**config.mk**
```make
export PLATFORM = sky130hd
export DESIGN_NAME = spi_cmd_arbiter_flat
export DESIGN_NICKNAME = d
export VERILOG_FILES = /design/src/rtl/spi_regmap_pkg.sv /design/src/rtl/spi_cmd_arbiter_if.sv /design/src/rtl/rr_pick.sv /design/src/rtl/spi_cmd_arbiter.sv /design/src/flat_wrapper.sv
export SDC_FILE = /design/constraint.sdc
export NUM_CORES = 1
export LEC_CHECK = 0
export ABC_AREA = 1
export CORE_MARGIN = 5
export CORE_UTILIZATION = 39
export DETAILED_ROUTE_END_ITERATION = 10
export GPL_TIMING_DRIVEN = 0
export PLACE_DENSITY = 0.88
export SYNTH_ARGS = -nofsm -noshare
export SYNTH_HDL_FRONTEND = slang
export SYNTH_HIERARCHICAL = 1
export SYNTH_SLANG_ARGS = --single-unit
```
**constraint.sdc**
```tcl
create_clock -name SYS_CLK -period 1.94 [get_ports SYS_CLK]
set_input_delay 0.388 -clock SYS_CLK [delete_from_list [all_inputs] [get_ports SYS_CLK]]
set_output_delay 0.388 -clock SYS_CLK [all_outputs]
set_load 0.02 [all_outputs]
```
**src/rtl/spi_regmap_pkg.sv**
```systemverilog
// Command register map constants and arbiter FSM encoding.
// Shared by spi_cmd_arbiter, its interface and rr_pick.
package spi_regmap_pkg;

   localparam int ADDR_W_DEF = 10;
   localparam int DATA_W_DEF = 16;

   // Writable command register window (servo/motor/digital)
   localparam int unsigned WR_LO = 25;
   localparam int unsigned WR_HI = 40;

   localparam logic [1:0] ST_IDLE  = 2'd0;
   localparam logic [1:0] ST_LOCK  = 2'd1;
   localparam logic [1:0] ST_BLOCK = 2'd2;

   function automatic logic addr_ok(input logic [31:0] a);
      return (a >= WR_LO) && (a <= WR_HI);
   endfunction

endpackage

```
**src/rtl/spi_cmd_arbiter_if.sv**
```systemverilog
// Requester/command-bank bus of spi_cmd_arbiter.
// master: requesters (req, req_addr, req_data, lock0 out; grant/write in).
// slave : arbiter (requests in; gnt, wr_en, wr_addr, wr_data,
//         lock_timeout, wr_err out).
interface spi_cmd_arbiter_if
   import spi_regmap_pkg::*;
#(
   parameter int NREQ   = 3,
   parameter int ADDR_W = ADDR_W_DEF,
   parameter int DATA_W = DATA_W_DEF
);

   logic [NREQ-1:0]        req;
   logic [NREQ*ADDR_W-1:0] req_addr;
   logic [NREQ*DATA_W-1:0] req_data;
   logic                   lock0;
   logic [NREQ-1:0]        gnt;
   logic                   wr_en;
   logic [ADDR_W-1:0]      wr_addr;
   logic [DATA_W-1:0]      wr_data;
   logic                   lock_timeout;
   logic                   wr_err;

   modport master (
      output req, req_addr, req_data, lock0,
      input  gnt, wr_en, wr_addr, wr_data, lock_timeout, wr_err
   );

   modport slave (
      input  req, req_addr, req_data, lock0,
      output gnt, wr_en, wr_addr, wr_data, lock_timeout, wr_err
   );

endinterface

```
**src/rtl/rr_pick.sv**
```systemverilog
// Combinational round-robin picker: first set bit of req_i at or after
// ptr_i (wrapping), as one-hot, index and valid. Ports: req_i, ptr_i, onehot_o, idx_o, valid_o.
module rr_pick #(
   parameter int N  = 3,
   parameter int PW = 2
) (
   input  logic [N-1:0]  req_i,
   input  logic [PW-1:0] ptr_i,
   output logic [N-1:0]  onehot_o,
   output logic [PW-1:0] idx_o,
   output logic          valid_o
);

   int j;

   always_comb begin
      onehot_o = '0;
      idx_o    = '0;
      valid_o  = 1'b0;
      j        = 0;
      for (int k = 0; k < N; k++) begin
         j = (int'(ptr_i) + k) % N;
         if (!valid_o && req_i[j]) begin
            valid_o     = 1'b1;
            onehot_o[j] = 1'b1;
            idx_o       = PW'(j);
         end
      end
   end

endmodule

```
**src/rtl/spi_cmd_arbiter.sv**
```systemverilog
// Round-robin arbiter for the command-register write port with SPI
// burst lock (requester 0) and lock timeout; one registered write per cycle.
// Ports: SYS_CLK, SYS_RST_N (async, active low), bus (spi_cmd_arbiter_if.slave).
// Option: define SPI_ARB_WPROT_EN to reject writes outside [WR_LO, WR_HI] with wr_err.
module spi_cmd_arbiter
   import spi_regmap_pkg::*;
#(
   parameter int NREQ     = 3,
   parameter int ADDR_W   = ADDR_W_DEF,
   parameter int DATA_W   = DATA_W_DEF,
   parameter int LOCK_MAX = 1024
) (
   input logic              SYS_CLK,
   input logic              SYS_RST_N,
   spi_cmd_arbiter_if.slave bus
);

   localparam int PTR_W = $clog2(NREQ);
   localparam int CNT_W = $clog2(LOCK_MAX);
   localparam logic [NREQ-1:0] REQ0 = {{(NREQ-1){1'b0}}, 1'b1};
   localparam logic [PTR_W-1:0] PTR_LAST = PTR_W'(NREQ - 1);
   localparam logic [CNT_W-1:0] CNT_LAST = CNT_W'(LOCK_MAX - 1);

   logic [1:0]        state_q, state_d;
   logic [PTR_W-1:0]  rr_q, rr_d;
   logic [CNT_W-1:0]  cnt_q, cnt_d;
   logic [NREQ-1:0]   gnt_q, gnt_d;
   logic              wr_en_q, wr_en_d;
   logic [ADDR_W-1:0] addr_q, addr_d;
   logic [DATA_W-1:0] data_q, data_d;
   logic              tmo_q, tmo_d;
   logic              err_q, err_d;

   logic              lock_only;
   logic [NREQ-1:0]   elig;
   logic [NREQ-1:0]   win;
   logic [PTR_W-1:0]  win_idx;
   logic              win_v;
   logic [ADDR_W-1:0] sel_addr;
   logic [DATA_W-1:0] sel_data;
   logic              in_range;

   // Lock wins over other requests already on the edge lock0 is first seen.
   assign lock_only = (state_q == ST_LOCK) ||
                      ((state_q == ST_IDLE) && bus.lock0);

   // The requester granted this cycle sits out the next decision.
   always_comb begin
      elig = bus.req & ~gnt_q;
      if (lock_only) elig = elig & REQ0;
   end

   rr_pick #(
      .N  (NREQ),
      .PW (PTR_W)
   ) u_pick (
      .req_i    (elig),
      .ptr_i    (rr_q),
      .onehot_o (win),
      .idx_o    (win_idx),
      .valid_o  (win_v)
   );

   assign sel_addr = bus.req_addr[int'(win_idx)*ADDR_W +: ADDR_W];
   assign sel_data = bus.req_data[int'(win_idx)*DATA_W +: DATA_W];

`ifdef SPI_ARB_WPROT_EN
   assign in_range = addr_ok(32'(sel_addr));
`else
   assign in_range = 1'b1;
`endif

   always_comb begin
      state_d = state_q;
      rr_d    = rr_q;
      cnt_d   = cnt_q;
      gnt_d   = win;
      wr_en_d = win_v & in_range;
      err_d   = win_v & ~in_range;
      addr_d  = win_v ? sel_addr : addr_q;
      data_d  = win_v ? sel_data : data_q;
      tmo_d   = 1'b0;

      // Locked grants to the SPI host leave the rotation untouched.
      if (win_v && !lock_only)
         rr_d = (win_idx == PTR_LAST) ? '0 : win_idx + 1'b1;

      unique case (state_q)
         ST_IDLE: begin
            if (bus.lock0) begin
               state_d = ST_LOCK;
               cnt_d   = '0;
            end
         end
         ST_LOCK: begin
            if (!bus.lock0) begin
               state_d = ST_IDLE;
               cnt_d   = '0;
            end else if (cnt_q == CNT_LAST) begin
               state_d = ST_BLOCK;
               tmo_d   = 1'b1;
               cnt_d   = '0;
            end else begin
               cnt_d = cnt_q + 1'b1;
            end
         end
         ST_BLOCK: begin
            // Stuck lock0 is ignored until the host releases it.
            if (!bus.lock0) state_d = ST_IDLE;
         end
         default: begin
            state_d = ST_IDLE;
            cnt_d   = '0;
         end
      endcase
   end

   always_ff @(posedge SYS_CLK or negedge SYS_RST_N) begin
      if (!SYS_RST_N) begin
         state_q <= ST_IDLE;
         rr_q    <= '0;
         cnt_q   <= '0;
         gnt_q   <= '0;
         wr_en_q <= 1'b0;
         addr_q  <= '0;
         data_q  <= '0;
         tmo_q   <= 1'b0;
         err_q   <= 1'b0;
      end else begin
         state_q <= state_d;
         rr_q    <= rr_d;
         cnt_q   <= cnt_d;
         gnt_q   <= gnt_d;
         wr_en_q <= wr_en_d;
         addr_q  <= addr_d;
         data_q  <= data_d;
         tmo_q   <= tmo_d;
         err_q   <= err_d;
      end
   end

   assign bus.gnt          = gnt_q;
   assign bus.wr_en        = wr_en_q;
   assign bus.wr_addr      = addr_q;
   assign bus.wr_data      = data_q;
   assign bus.lock_timeout = tmo_q;
   assign bus.wr_err       = err_q;

endmodule

```
**src/flat_wrapper.sv**
```systemverilog
// flat-port wrapper written by rule: the top's interface ports become plain ports
module spi_cmd_arbiter_flat import spi_regmap_pkg::*;
#(
   parameter int NREQ     = 3,
   parameter int ADDR_W   = ADDR_W_DEF,
   parameter int DATA_W   = DATA_W_DEF,
   parameter int LOCK_MAX = 1024
)
  (SYS_CLK, SYS_RST_N, bus_req, bus_req_addr, bus_req_data, bus_lock0, bus_gnt, bus_wr_en, bus_wr_addr, bus_wr_data, bus_lock_timeout, bus_wr_err);
  spi_cmd_arbiter_if #(.NREQ(NREQ), .ADDR_W(ADDR_W), .DATA_W(DATA_W)) bus_i ();
  input logic SYS_CLK;
  input logic SYS_RST_N;
  input wire logic [$bits(bus_i.req)-1:0] bus_req;
  input wire logic [$bits(bus_i.req_addr)-1:0] bus_req_addr;
  input wire logic [$bits(bus_i.req_data)-1:0] bus_req_data;
  input wire logic [$bits(bus_i.lock0)-1:0] bus_lock0;
  output wire logic [$bits(bus_i.gnt)-1:0] bus_gnt;
  output wire logic [$bits(bus_i.wr_en)-1:0] bus_wr_en;
  output wire logic [$bits(bus_i.wr_addr)-1:0] bus_wr_addr;
  output wire logic [$bits(bus_i.wr_data)-1:0] bus_wr_data;
  output wire logic [$bits(bus_i.lock_timeout)-1:0] bus_lock_timeout;
  output wire logic [$bits(bus_i.wr_err)-1:0] bus_wr_err;
  assign bus_i.req = bus_req;
  assign bus_i.req_addr = bus_req_addr;
  assign bus_i.req_data = bus_req_data;
  assign bus_i.lock0 = bus_lock0;
  assign bus_gnt = bus_i.gnt;
  assign bus_wr_en = bus_i.wr_en;
  assign bus_wr_addr = bus_i.wr_addr;
  assign bus_wr_data = bus_i.wr_data;
  assign bus_lock_timeout = bus_i.lock_timeout;
  assign bus_wr_err = bus_i.wr_err;
  spi_cmd_arbiter #(.NREQ(NREQ), .ADDR_W(ADDR_W), .DATA_W(DATA_W), .LOCK_MAX(LOCK_MAX)) u_core (.SYS_CLK(SYS_CLK), .SYS_RST_N(SYS_RST_N), .bus(bus_i));
endmodule
```
==> run_summary.xml <==
<?xml version="1.0" encoding="UTF-8"?>
<metrics>
  <group name="status">
    <metric name="status" unit="">complete, but fails checks</metric>
    <metric name="violations" unit="">negative setup slack</metric>
  </group>
  <group name="die">
    <metric name="starting_density_of_the_core" unit="%">39.4</metric>
    <metric name="core_area" unit="mm²">0.00714</metric>
    <metric name="dieHeight" unit="µm">94.9</metric>
    <metric name="floorplan.io_pins" unit="">116</metric>
    <metric name="floorplan.rows" unit="">31</metric>
    <metric name="die-area" unit="mm²">0.00901</metric>
    <metric name="fp.dieW" unit="µm">94.9</metric>
  </group>
  <group name="route">
    <metric name="antenna_violating_nets_post_route" unit="">0</metric>
    <metric name="dr_total_vias" unit="">3376</metric>
    <metric name="drt_iter0_drc" unit="">244</metric>
    <metric name="drt-wirelength-per-cell" unit="µm">18.5</metric>
    <metric name="route.detailed.drc" unit="">0</metric>
    <metric name="post_drt_via_cell_ratio" unit="">5.58</metric>
    <metric name="dr.pass1.iters" unit="">5</metric>
    <metric name="wl" unit="mm">11.2</metric>
  </group>
  <group name="synth">
    <metric name="yosys-top-cells-area" unit="">sky130_fd_sc_hd__dfrtp_1 (40%), sky130_fd_sc_hd__nand3_1 (15%), sky130_fd_sc_hd__nand2_1 (6.4%)</metric>
    <metric name="ys_seq_area_share" unit="%">40.1</metric>
    <metric name="post-synth-top-area-fraction" unit="%">40.1</metric>
    <metric name="netlist-cell-type-count" unit="">37</metric>
    <metric name="synth.net_count" unit="">443</metric>
    <metric name="synth-edff-count" unit="">0</metric>
    <metric name="synth_top_flop_cell" unit="">sky130_fd_sc_hd__dfrtp_1</metric>
    <metric name="synth_top_cell_by_area" unit="">sky130_fd_sc_hd__dfrtp_1</metric>
    <metric name="synthesis.yosys.warnings" unit="">6</metric>
    <metric name="syn-cell-area" unit="mm²">0.00281</metric>
    <metric name="synth_area_per_cell" unit="µm²">7.94</metric>
    <metric name="synth.ff_latch_count" unit="">45</metric>
    <metric name="ys_async_sr_fraction" unit="%">100</metric>
    <metric name="synth_cells" unit="">354</metric>
  </group>
  <group name="critical_path">
    <metric name="critical-path-slowest-cell" unit="">sky130_fd_sc_hd__dfrtp_1</metric>
    <metric name="cp-end-kind" unit="">flop</metric>
    <metric name="cp_data_required_time" unit="ps">2140</metric>
    <metric name="cp_dominant_cell_by_count" unit="">sky130_fd_sc_hd__nand2_4</metric>
    <metric name="critical_path_class" unit="">reg -&gt; reg</metric>
    <metric name="reg2reg_slack" unit="ps">-260</metric>
    <metric name="endpoint" unit="">u_core/bus.wr_addr[4]$_DFFE_PN0P_</metric>
    <metric name="rr_startpoint" unit="">u_core/state_q[0]$_DFFE_PN0P_</metric>
    <metric name="slowest_stage_delay_cp" unit="ps">400</metric>
    <metric name="worstRegToRegCells" unit="">14</metric>
    <metric name="timing.critical_path.arrival" unit="ps">2410</metric>
    <metric name="path_cells" unit="">inv_2, nand2_4, nand2_4, nand2_4, nor2_4, inv_4, o31ai_4, nand3_4, nand2_2, buf_12, inv_16, clkbuf_16, a31oi_1, a31oi_1</metric>
    <metric name="cp_startpoint_kind" unit="">flop</metric>
    <metric name="critical_path.startpoint" unit="">u_core/state_q[0]$_DFFE_PN0P_</metric>
    <metric name="crit_path_max_fanout" unit="">6</metric>
    <metric name="reg2reg_to" unit="">u_core/bus.wr_addr[4]$_DFFE_PN0P_</metric>
  </group>
  <group name="global_route">
    <metric name="pin_count_of_the_biggest_net_entering_global_routing" unit="">40</metric>
    <metric name="antenna_found_initial" unit="">0</metric>
    <metric name="grt_pass1_vias" unit="">3393</metric>
    <metric name="grt.overflow.total" unit="">0</metric>
    <metric name="grt.total_usage" unit="%">23.2</metric>
    <metric name="grt_pass1_wl" unit="mm">16.4</metric>
  </group>
  <group name="placed_design">
    <metric name="dp_cell_count" unit="">568</metric>
    <metric name="detailed_place_hpwl" unit="mm">7.08</metric>
    <metric name="place.gp.congestion" unit="">0.861</metric>
    <metric name="port_buffers" unit="">114</metric>
  </group>
  <group name="hold_path">
    <metric name="worst_hold_path_type" unit="">in -&gt; async</metric>
  </group>
  <group name="clock_tree">
    <metric name="clock_network_latency_to_the_later_pin_of_the_worst_skew_pair" unit="ps">310</metric>
    <metric name="cts_tree" unit="">yes</metric>
    <metric name="cts.clk_slew.worst_paths" unit="ps">100</metric>
    <metric name="cts.htree.levels" unit="">2</metric>
    <metric name="clk_root_buffer_cell" unit="">sky130_fd_sc_hd__clkbuf_8</metric>
    <metric name="numClockSinks" unit="">45</metric>
    <metric name="clockBufferDepth" unit="">2</metric>
    <metric name="cts-buffers-inserted" unit="">5</metric>
  </group>
  <group name="cells_and_area">
    <metric name="layout.core_utilization" unit="%">73.1</metric>
    <metric name="share_of_final_layout_standard_cells_stronger_than_drive_strength_1" unit="%">36.4</metric>
    <metric name="nets" unit="">595</metric>
    <metric name="antenna-diode-count" unit="">0</metric>
    <metric name="number_of_non_filler_instances_in_the_completed_layout" unit="">605</metric>
    <metric name="area_growth" unit="%">85.6</metric>
  </group>
  <group name="timing">
    <metric name="period_share" unit="%">114</metric>
    <metric name="tns" unit="ps">-6290</metric>
    <metric name="fin_skew" unit="ps">16.5</metric>
    <metric name="setup_viol" unit="">28</metric>
    <metric name="slew_viol_final" unit="">0</metric>
    <metric name="unrepaired_setup_endpoints_after_global_routing" unit="">yes</metric>
    <metric name="hold_viol_final" unit="">0</metric>
    <metric name="min_period" unit="ps">2200</metric>
    <metric name="max_clock_freq" unit="GHz">0.454</metric>
    <metric name="final.setup.worst_slack" unit="ps">-264</metric>
  </group>
  <group name="power">
    <metric name="p_leak" unit="µW">0.00212</metric>
    <metric name="vdd_ir_drop_max" unit="µV">1550</metric>
    <metric name="power_density" unit="mW/mm²">2100</metric>
  </group>
  <group name="flow_run">
    <metric name="maxCapViolations" unit="">0</metric>
  </group>
</metrics>
==> placed cells by master (no fill, tap or decap), drive strengths merged, types with 9 or more instances in the layout <==
cell type,n
a41oi,18
nand3,88
inv,32
clkdlybuf4s50,112
buf,48
nor2,45
nand2,59
clkbuf,9
dfrtp,45
a31oi,17
==> flip-flops by register name, summed over array words and instances (netlist names) <==
name,cells
u_core/bus.wr_data,16
u_core/bus.wr_en,1
u_core/bus.lock_timeout,1
u_core/bus.wr_addr,10
u_core/state_q,2
u_core/bus.gnt,3
u_core/rr_q,2
u_core/cnt_q,10
==> cells by family after synthesis <==
| family | synth area share (%) |
|---|---|
| AOI/OAI and AO/OA | 13.2 |
| buffers and inverters | 9.21 |
| other | 0.133 |
| DFF | 40.1 |
| xor gates and xnor gates | 0.623 |
| muxes | 0.356 |
| and+or+nand+nor | 34.2 |
| adders and majority gates | 2.23 |
==> layer usage <==
metal | vias to the layer above | global-route usage (%) | part of all wire, %
met3 | 21 | 4.94 | 6.7
met4 | 0 | 6.01 | 2.0
met2 | 169 | 40.5 | 52
li1 | 1532 | - | -
met1 | 1654 | 29.1 | 39
met5 | - | 0 | 0
==> cells in the mapped netlist (2+ instances only) <==
| master | n |
|---|---|
| sky130_fd_sc_hd__nor3_1 | 2 |
| sky130_fd_sc_hd__inv_2 | 10 |
| sky130_fd_sc_hd__o21ai_0 | 2 |
| sky130_fd_sc_hd__o22ai_1 | 2 |
| sky130_fd_sc_hd__ha_1 | 5 |
| sky130_fd_sc_hd__buf_2 | 10 |
| sky130_fd_sc_hd__nand4_1 | 2 |
| sky130_fd_sc_hd__clkbuf_1 | 2 |
| sky130_fd_sc_hd__buf_4 | 9 |
| sky130_fd_sc_hd__o21ai_1 | 2 |
| sky130_fd_sc_hd__nand2_2 | 10 |
| sky130_fd_sc_hd__a41oi_1 | 18 |
| sky130_fd_sc_hd__nor2_4 | 3 |
| sky130_fd_sc_hd__inv_1 | 20 |
| sky130_fd_sc_hd__a31oi_1 | 17 |
| sky130_fd_sc_hd__o31ai_1 | 2 |
| sky130_fd_sc_hd__nor2_2 | 2 |
| sky130_fd_sc_hd__nor2_1 | 39 |
| sky130_fd_sc_hd__dfrtp_1 | 45 |
| sky130_fd_sc_hd__xor2_1 | 2 |
| sky130_fd_sc_hd__nand2_1 | 48 |
| sky130_fd_sc_hd__nand3_1 | 87 |
==> final cells by class <==
type / count / area, µm²
multi-input combinational: 255 / 1950
fill: 498 / 1920
timing repair buffer: 144 / 1470
sequential: 45 / 1130
buffer: 22 / 302
inverter: 32 / 150
tap: 99 / 124
clock buffer: 5 / 68.8
clock inverter: 2 / 16.3
timing repair inverter: 1 / 8.76
==> metrics by stage <==
step	setup WS (ps)	hold WS (ps)	area, µm²	total power [µW]
floorplan	-107	92.4	3000	5580
global placement	-813	481	4270	7210
detailed placement	-847	252	4280	7380
CTS	-100	470	4920	9680
global route	-351	488	5220	11500
finish	-264	461	5220	10900
==> worst max-delay path: cells and delay by family, from the launching register on <==
| kind | cells | cell delay (ps) |
|---|---|---|
| AO/OA/AOI/OAI | 3 | 610 |
| flip-flops | 1 | 400 |
| buffers and inverters | 5 | 510 |
| AND/OR/NAND/NOR | 6 | 580 |
==> repair_timing <==
item | CTS | global route
pin swaps | 25 | 13
gates resized for setup | 75 | 43
hold endpoints to repair | 6 | 0
cloned | 2 | 3
hold buffers | 1 | 0
endpoints found under the setup margin | 28 | 28
buffers inserted | 17 | 8
==> worst min-delay path by stage <==
stage / endpoint / slack (ps) / cells after the start
floorplan: u_core/bus.gnt[0]$_DFF_PN0_ / 90 / 0
global placement: u_core/state_q[0]$_DFFE_PN0P_ / 480 / 1
detailed placement: u_core/state_q[1]$_DFFE_PN0P_ / 250 / 1
CTS: u_core/state_q[1]$_DFFE_PN0P_ / 470 / 2
global route: u_core/state_q[1]$_DFFE_PN0P_ / 490 / 2
finish: u_core/state_q[1]$_DFFE_PN0P_ / 460 / 2
==> power breakdown <==
part	internal, µW	switching, µW	leakage, µW
clock network	249	354	0.0000402
logic	4160	4600	0.00153
registers	1350	235	0.000552
total	5760	5190	0.00212
No activity file was read; power rests on OpenSTA's default activity.
